<file path="src/rtl/mac_pipe_sat.sv">
// Signed pipelined multiply with optional saturating accumulate and overflow flag.
// Latency: NUM_STAGE ce=1 cycles from an accepted sample to its out_valid.
// No backpressure: ce=0 freezes every register; one sample is accepted per ce=1 cycle.
module mac_pipe_sat #(
    parameter int A_WIDTH   = 6,
    parameter int B_WIDTH   = 16,
    parameter int P_WIDTH   = 21,
    parameter int ACC_WIDTH = 32,
    parameter int NUM_STAGE = 3
) (
    input  logic               clk,
    input  logic               reset,
    input  logic               ce,
    input  logic               in_valid,
    input  logic [A_WIDTH-1:0] din0,
    input  logic [B_WIDTH-1:0] din1,
    input  logic               acc_en,
    input  logic               acc_clear,
    output logic               out_valid,
    output logic [P_WIDTH-1:0] dout,
    output logic               dout_ovf
);
    localparam int M_WIDTH = A_WIDTH + B_WIDTH;   // exact product width
    localparam int N_PROD  = NUM_STAGE - 2;       // product pipeline depth
    localparam int S_WIDTH = ACC_WIDTH + 1;       // sum width, one guard bit

    localparam logic [S_WIDTH-1:0]   ONE_S = {{ACC_WIDTH{1'b0}}, 1'b1};
    localparam logic [S_WIDTH-1:0]   P_MAX = (ONE_S << (P_WIDTH - 1)) - ONE_S;
    localparam logic [S_WIDTH-1:0]   P_MIN = ~P_MAX;
    localparam logic [ACC_WIDTH-1:0] A_MAX = {1'b0, {(ACC_WIDTH-1){1'b1}}};
    localparam logic [ACC_WIDTH-1:0] A_MIN = {1'b1, {(ACC_WIDTH-1){1'b0}}};

    // Stage 1: registered inputs; controls are masked so bubbles never carry them.
    logic               s1_vld_q;
    logic               s1_acc_q;
    logic               s1_clr_q;
    logic [A_WIDTH-1:0] s1_a_q;
    logic [B_WIDTH-1:0] s1_b_q;

    // Product pipeline, one entry per stage 2..NUM_STAGE-1.
    logic [N_PROD-1:0]  pv_q;
    logic [N_PROD-1:0]  pacc_q;
    logic [N_PROD-1:0]  pclr_q;
    logic [M_WIDTH-1:0] prod_q [N_PROD];

    // Final accumulate/saturate/output stage.
    logic               vld_q;
    logic [P_WIDTH-1:0] dout_q, dout_d;
    logic               ovf_q, ovf_d;
    logic [ACC_WIDTH-1:0] acc_q, acc_d;

    // Sign-extended operands make the truncated multiply exact at M_WIDTH.
    logic signed [M_WIDTH-1:0] a_ext, b_ext, prod_d;
    assign a_ext  = {{B_WIDTH{s1_a_q[A_WIDTH-1]}}, s1_a_q};
    assign b_ext  = {{A_WIDTH{s1_b_q[B_WIDTH-1]}}, s1_b_q};
    assign prod_d = a_ext * b_ext;

    logic fin_vld, fin_acc, fin_clr;
    assign fin_vld = pv_q[N_PROD-1];
    assign fin_acc = pacc_q[N_PROD-1];
    assign fin_clr = pclr_q[N_PROD-1];

    // Accumulate in ACC_WIDTH+1 bits so an overflow is always visible in the guard bit.
    logic signed [S_WIDTH-1:0] prod_ext, base_ext, sum;
    logic [ACC_WIDTH-1:0]      acc_sat;
    logic                      acc_ovf;
    assign prod_ext = {{(S_WIDTH-M_WIDTH){prod_q[N_PROD-1][M_WIDTH-1]}}, prod_q[N_PROD-1]};
    assign base_ext = fin_clr ? '0 : {acc_q[ACC_WIDTH-1], acc_q};
    assign sum      = base_ext + prod_ext;
    assign acc_ovf  = sum[S_WIDTH-1] != sum[S_WIDTH-2];
    assign acc_sat  = acc_ovf ? (sum[S_WIDTH-1] ? A_MIN : A_MAX) : sum[ACC_WIDTH-1:0];

    logic signed [S_WIDTH-1:0] sat_in;
    logic                      sat_pre;
    logic                      p_hi, p_lo;

    // Final-stage next state: bubbles hold dout/ovf/accumulator, valid samples update them.
    always_comb begin
        acc_d   = acc_q;
        dout_d  = dout_q;
        ovf_d   = ovf_q;
        sat_in  = prod_ext;
        sat_pre = 1'b0;
        if (fin_acc) begin
            sat_in  = {acc_sat[ACC_WIDTH-1], acc_sat};
            sat_pre = acc_ovf;
        end
        p_hi = sat_in > $signed(P_MAX);
        p_lo = sat_in < $signed(P_MIN);
        if (fin_vld) begin
            if (fin_acc) begin
                acc_d = acc_sat;
            end else if (fin_clr) begin
                acc_d = '0;
            end
            if (p_hi) begin
                dout_d = P_MAX[P_WIDTH-1:0];
            end else if (p_lo) begin
                dout_d = P_MIN[P_WIDTH-1:0];
            end else begin
                dout_d = sat_in[P_WIDTH-1:0];
            end
            ovf_d = sat_pre | p_hi | p_lo;
        end
    end

    // Pipeline advance: reset wins over ce, ce=0 freezes everything.
    always_ff @(posedge clk) begin
        if (reset) begin
            s1_vld_q <= 1'b0;
            s1_acc_q <= 1'b0;
            s1_clr_q <= 1'b0;
            s1_a_q   <= '0;
            s1_b_q   <= '0;
            pv_q     <= '0;
            pacc_q   <= '0;
            pclr_q   <= '0;
            for (int i = 0; i < N_PROD; i++) begin
                prod_q[i] <= '0;
            end
            vld_q  <= 1'b0;
            dout_q <= '0;
            ovf_q  <= 1'b0;
            acc_q  <= '0;
        end else if (ce) begin
            s1_vld_q  <= in_valid;
            s1_acc_q  <= in_valid & acc_en;
            s1_clr_q  <= in_valid & acc_clear;
            s1_a_q    <= din0;
            s1_b_q    <= din1;
            pv_q[0]   <= s1_vld_q;
            pacc_q[0] <= s1_acc_q;
            pclr_q[0] <= s1_clr_q;
            prod_q[0] <= prod_d;
            for (int i = 1; i < N_PROD; i++) begin
                pv_q[i]   <= pv_q[i-1];
                pacc_q[i] <= pacc_q[i-1];
                pclr_q[i] <= pclr_q[i-1];
                prod_q[i] <= prod_q[i-1];
            end
            vld_q  <= fin_vld;
            dout_q <= dout_d;
            ovf_q  <= ovf_d;
            acc_q  <= acc_d;
        end
    end

    assign out_valid = vld_q;
    assign dout      = dout_q;
    assign dout_ovf  = ovf_q;
endmodule
</file>
<file path="config.mk">
export PLATFORM = sky130hd
export DESIGN_NAME = mac_pipe_sat
export DESIGN_NICKNAME = d
export VERILOG_FILES = /design/src/rtl/mac_pipe_sat.sv
export SDC_FILE = /design/constraint.sdc
export NUM_CORES = 1
export LEC_CHECK = 0
export ABC_AREA = 1
export CAP_MARGIN = 5
export CORE_ASPECT_RATIO = 1.25
export CORE_MARGIN = 2
export CORE_UTILIZATION = 23
export DETAILED_ROUTE_END_ITERATION = 8
export PLACE_DENSITY = 0.45
export SLEW_MARGIN = 25
export SYNTH_ARGS = -nofsm -noshare
export SYNTH_HDL_FRONTEND = slang
export SYNTH_SLANG_ARGS = --single-unit
</file>
<file path="constraint.sdc">
create_clock -name clk -period 6.16 [get_ports clk]
set_clock_uncertainty 0.15 [all_clocks]
set_input_delay 1.232 -clock clk [delete_from_list [all_inputs] [get_ports clk]]
set_output_delay 1.232 -clock clk [all_outputs]
set_load 0.02 [all_outputs]
</file>
==> results.json <==
{
  "cts_sinks": 105,
  "io_buffers": 50,
  "syn_inst": 1468,
  "grt_util_all_layers": 0.127,
  "ant_nets": 0,
  "synth.distinct_cells": 42,
  "clock-root-buffer": "clkbuf_16",
  "cts_setup_buffers": 0,
  "area_growth_pct": 14.0,
  "gp_congestion": 0.884,
  "synth_top_area_cell": "dfxtp_1",
  "maxCapViolCount": 0,
  "ys_ff_latch": 105,
  "fin_nets": 1657,
  "use_met3": 0.0190,
  "min_period_over_period": 0.921,
  "cts_buffers": 9,
  "rsz0062_at_grt": "no",
  "power_density_nw_per_um2": 161,
  "p_int_w": 0.00124,
  "netlist_area_um2": 9920,
  "synth_area_per_cell_um2": 6.76,
  "yosys-top-cells-count": "436 x nand2_1, 237 x inv_1, 149 x nor2_1",
  "grt-busiest-layer": "met2",
  "synth-seq-area-share": 0.234,
  "drt-wirelength-per-cell_um": 13.5,
  "start_kind": "flip-flop",
  "fp.dieH_um": 236,
  "clkPwrFrac": 0.373,
  "power_frac_comb": 0.213,
  "synth_edf_count": 22,
  "cp.arrival_ps": 5650,
  "hold_path_class": "flip-flop to flip-flop",
  "cts.clk_slew.worst_paths_ps": 80,
  "hold_viol_final": 0,
  "fillers": 4827,
  "antenna_found_initial": 0,
  "period_needed_ps": 5670,
  "vias": 8873,
  "pin_count": 51,
  "fin_ws_ps": 487,
  "grt_pass1_vias": 8979,
  "dp_slack_ps": 572,
  "tns_ps": 0,
  "num_antenna_cells": 0,
  "route.detailed.drc": 0,
  "grt_max_degree": 44,
  "met2_usage": 0.223,
  "dr.pass1.iters": 5,
  "gr-total-overflow": 0,
  "synth_top_area_share": 0.167,
  "grt_pass1_wl_mm": 46.0,
  "ys.flop_type": "dfxtp_1",
  "use_met1": 0.162,
  "synthMostInstantiatedCell": "nand2_1",
  "drt_wl_total_mm": 27.9,
  "critPathMaxFanout": 9,
  "clk_latency_ps": 370,
  "ir_drop_uv": 128,
  "max_slew_margin": 0.345,
  "cts_hold_buffers": 0,
  "synth_nets": 1636,
  "max-clock-path-buffers": 2,
  "chipWidth_um": 190,
  "rows": 85,
  "core_area_um2": 42900,
  "final_core_util": 0.264,
  "dieArea_um2": 44800,
  "ctsHtreeMaxLevel": 3,
  "synth_area_leaders": "dfxtp_1 17%, nand2_1 16%, fa_1 14%, ha_1 9.2%, inv_1 9.0%",
  "start_util": 0.231,
  "outcome": "finished clean",
  "via_per_inst": 4.31,
  "drive_gt1_frac": 0.0442,
  "p_seq_frac": 0.414,
  "yosys_warnings": 0,
  "leakage_nw": 5.69,
  "setup.worst_path.end_class": "flip-flop",
  "cts_tree": "built",
  "ys_async_sr_fraction": 0,
  "ctsResizeCount": 0,
  "drt_iter0_markers": 360,
  "place_hpwl_mm": 22.4,
  "cp.required_ps": 6140,
  "fmax_ghz": 0.176,
  "drv_slew": 0,
  "max_slew.worst_pin.slew_ps": 977,
  "power_switching_share": 0.322,
  "power.switching_w": 0.000587,
  "path_class": "flip-flop to flip-flop",
  "setup_viol": 0
}
[layout by cell type (no fill, tap or decap), drive strengths merged, types with 7 or more instances in the layout]
| cell | n |
|---|---|
| a21oi | 97 |
| buf | 12 |
| clkbuf | 10 |
| clkdlybuf4s50 | 50 |
| dfxtp | 83 |
| edfxtp | 22 |
| fa | 67 |
| ha | 73 |
| inv | 242 |
| nand2 | 450 |
| nand3 | 63 |
| nor2 | 153 |
| nor3 | 8 |
| o21a | 7 |
| o21ai | 84 |
| o21bai | 9 |
| xnor2 | 10 |
| xor2 | 18 |
[final cells by class]
| class | count | area [µm²] | share of cell area |
|---|---|---|---|
| multi-input combinational | 1067 | 6440 | 0.569 |
| timing repair buffer | 62 | 591 | 0.0522 |
| sequential | 105 | 2320 | 0.205 |
| clock buffer | 10 | 229 | 0.0202 |
| tap | 565 | 707 | 0.0625 |
| inverter | 244 | 917 | 0.0811 |
| clock inverter | 6 | 108 | 0.00951 |
[path summary, 6_finish.rpt]
path	from	slack, ps	depth (start not counted)	to
setup / recovery	s1_a_q[1]	490	24	prod_q[0][20]
hold / removal	acc_q[29]	320	2	acc_q[29]
setup reg to reg	s1_a_q[1]	490	24	prod_q[0][20]
hold reg to reg	acc_q[29]	320	2	acc_q[29]
[state kept, by name, indices dropped and copies added (netlist names), 6 cells and up]
name,cells
acc_q,32
s1_b_q,16
s1_a_q,6
dout,21
prod_q,22
[critical path: stages (launching register included)]
cell      delay [ps]
dfxtp_1          530
buf_4            240
nand2_1           90
fa_1             520
inv_1             40
ha_1             270
inv_1             50
fa_1             520
inv_1             40
ha_1             280
ha_1             260
fa_1             430
nand3_1          120
a21oi_1          100
o21a_1           190
o21ai_0          150
nand2_1          120
a21boi_0         330
o21ai_0          200
a21boi_0         310
nor2_1            70
o21ai_0          210
nand3_1          100
nand2_1           70
nor2_1            40
[cells by family after synthesis]
logic type      synth area share
compound gates             0.116
xor+xnor                  0.0247
fa+ha+maj                  0.227
buf+inv                    0.118
flops                      0.234
simple gates               0.281
[per-layer routing]
layer,vias up,part of all wire
met5,-,0
met4,0,0.018
met3,25,0.027
met2,135,0.48
met1,4129,0.47
li1,4584,-
[per-stage QoR]
| stage | total power (W) | instance area (µm²) | hold WS [ps] | cells |
|---|---|---|---|---|
| after floorplan | 0.00105 | 9920 | 294 | 1468 |
| final | 0.00182 | 11300 | 317 | 2059 |
| after global routing | 0.00193 | 11300 | 340 | 2059 |
| after CTS | 0.00186 | 11300 | 320 | 2059 |
| after detailed placement | 0.00116 | 11000 | 309 | 2043 |
| after global placement | 0.00116 | 11000 | 304 | 2043 |
[power groups by stage]
| stage | clock [W] | sequential, W | combinational, W |
|---|---|---|---|
| 2_1_floorplan | 0 | 0.000764 | 0.000284 |
| 3_3_place_gp | 0 | 0.000771 | 0.000393 |
| 3_5_place_dp | 0 | 0.000772 | 0.000393 |
| 4_1_cts | 0.000705 | 0.000756 | 0.000397 |
| 5_1_grt | 0.000727 | 0.000760 | 0.000448 |
| 6_report | 0.000680 | 0.000755 | 0.000389 |
Power figures use the tool's default switching activity.
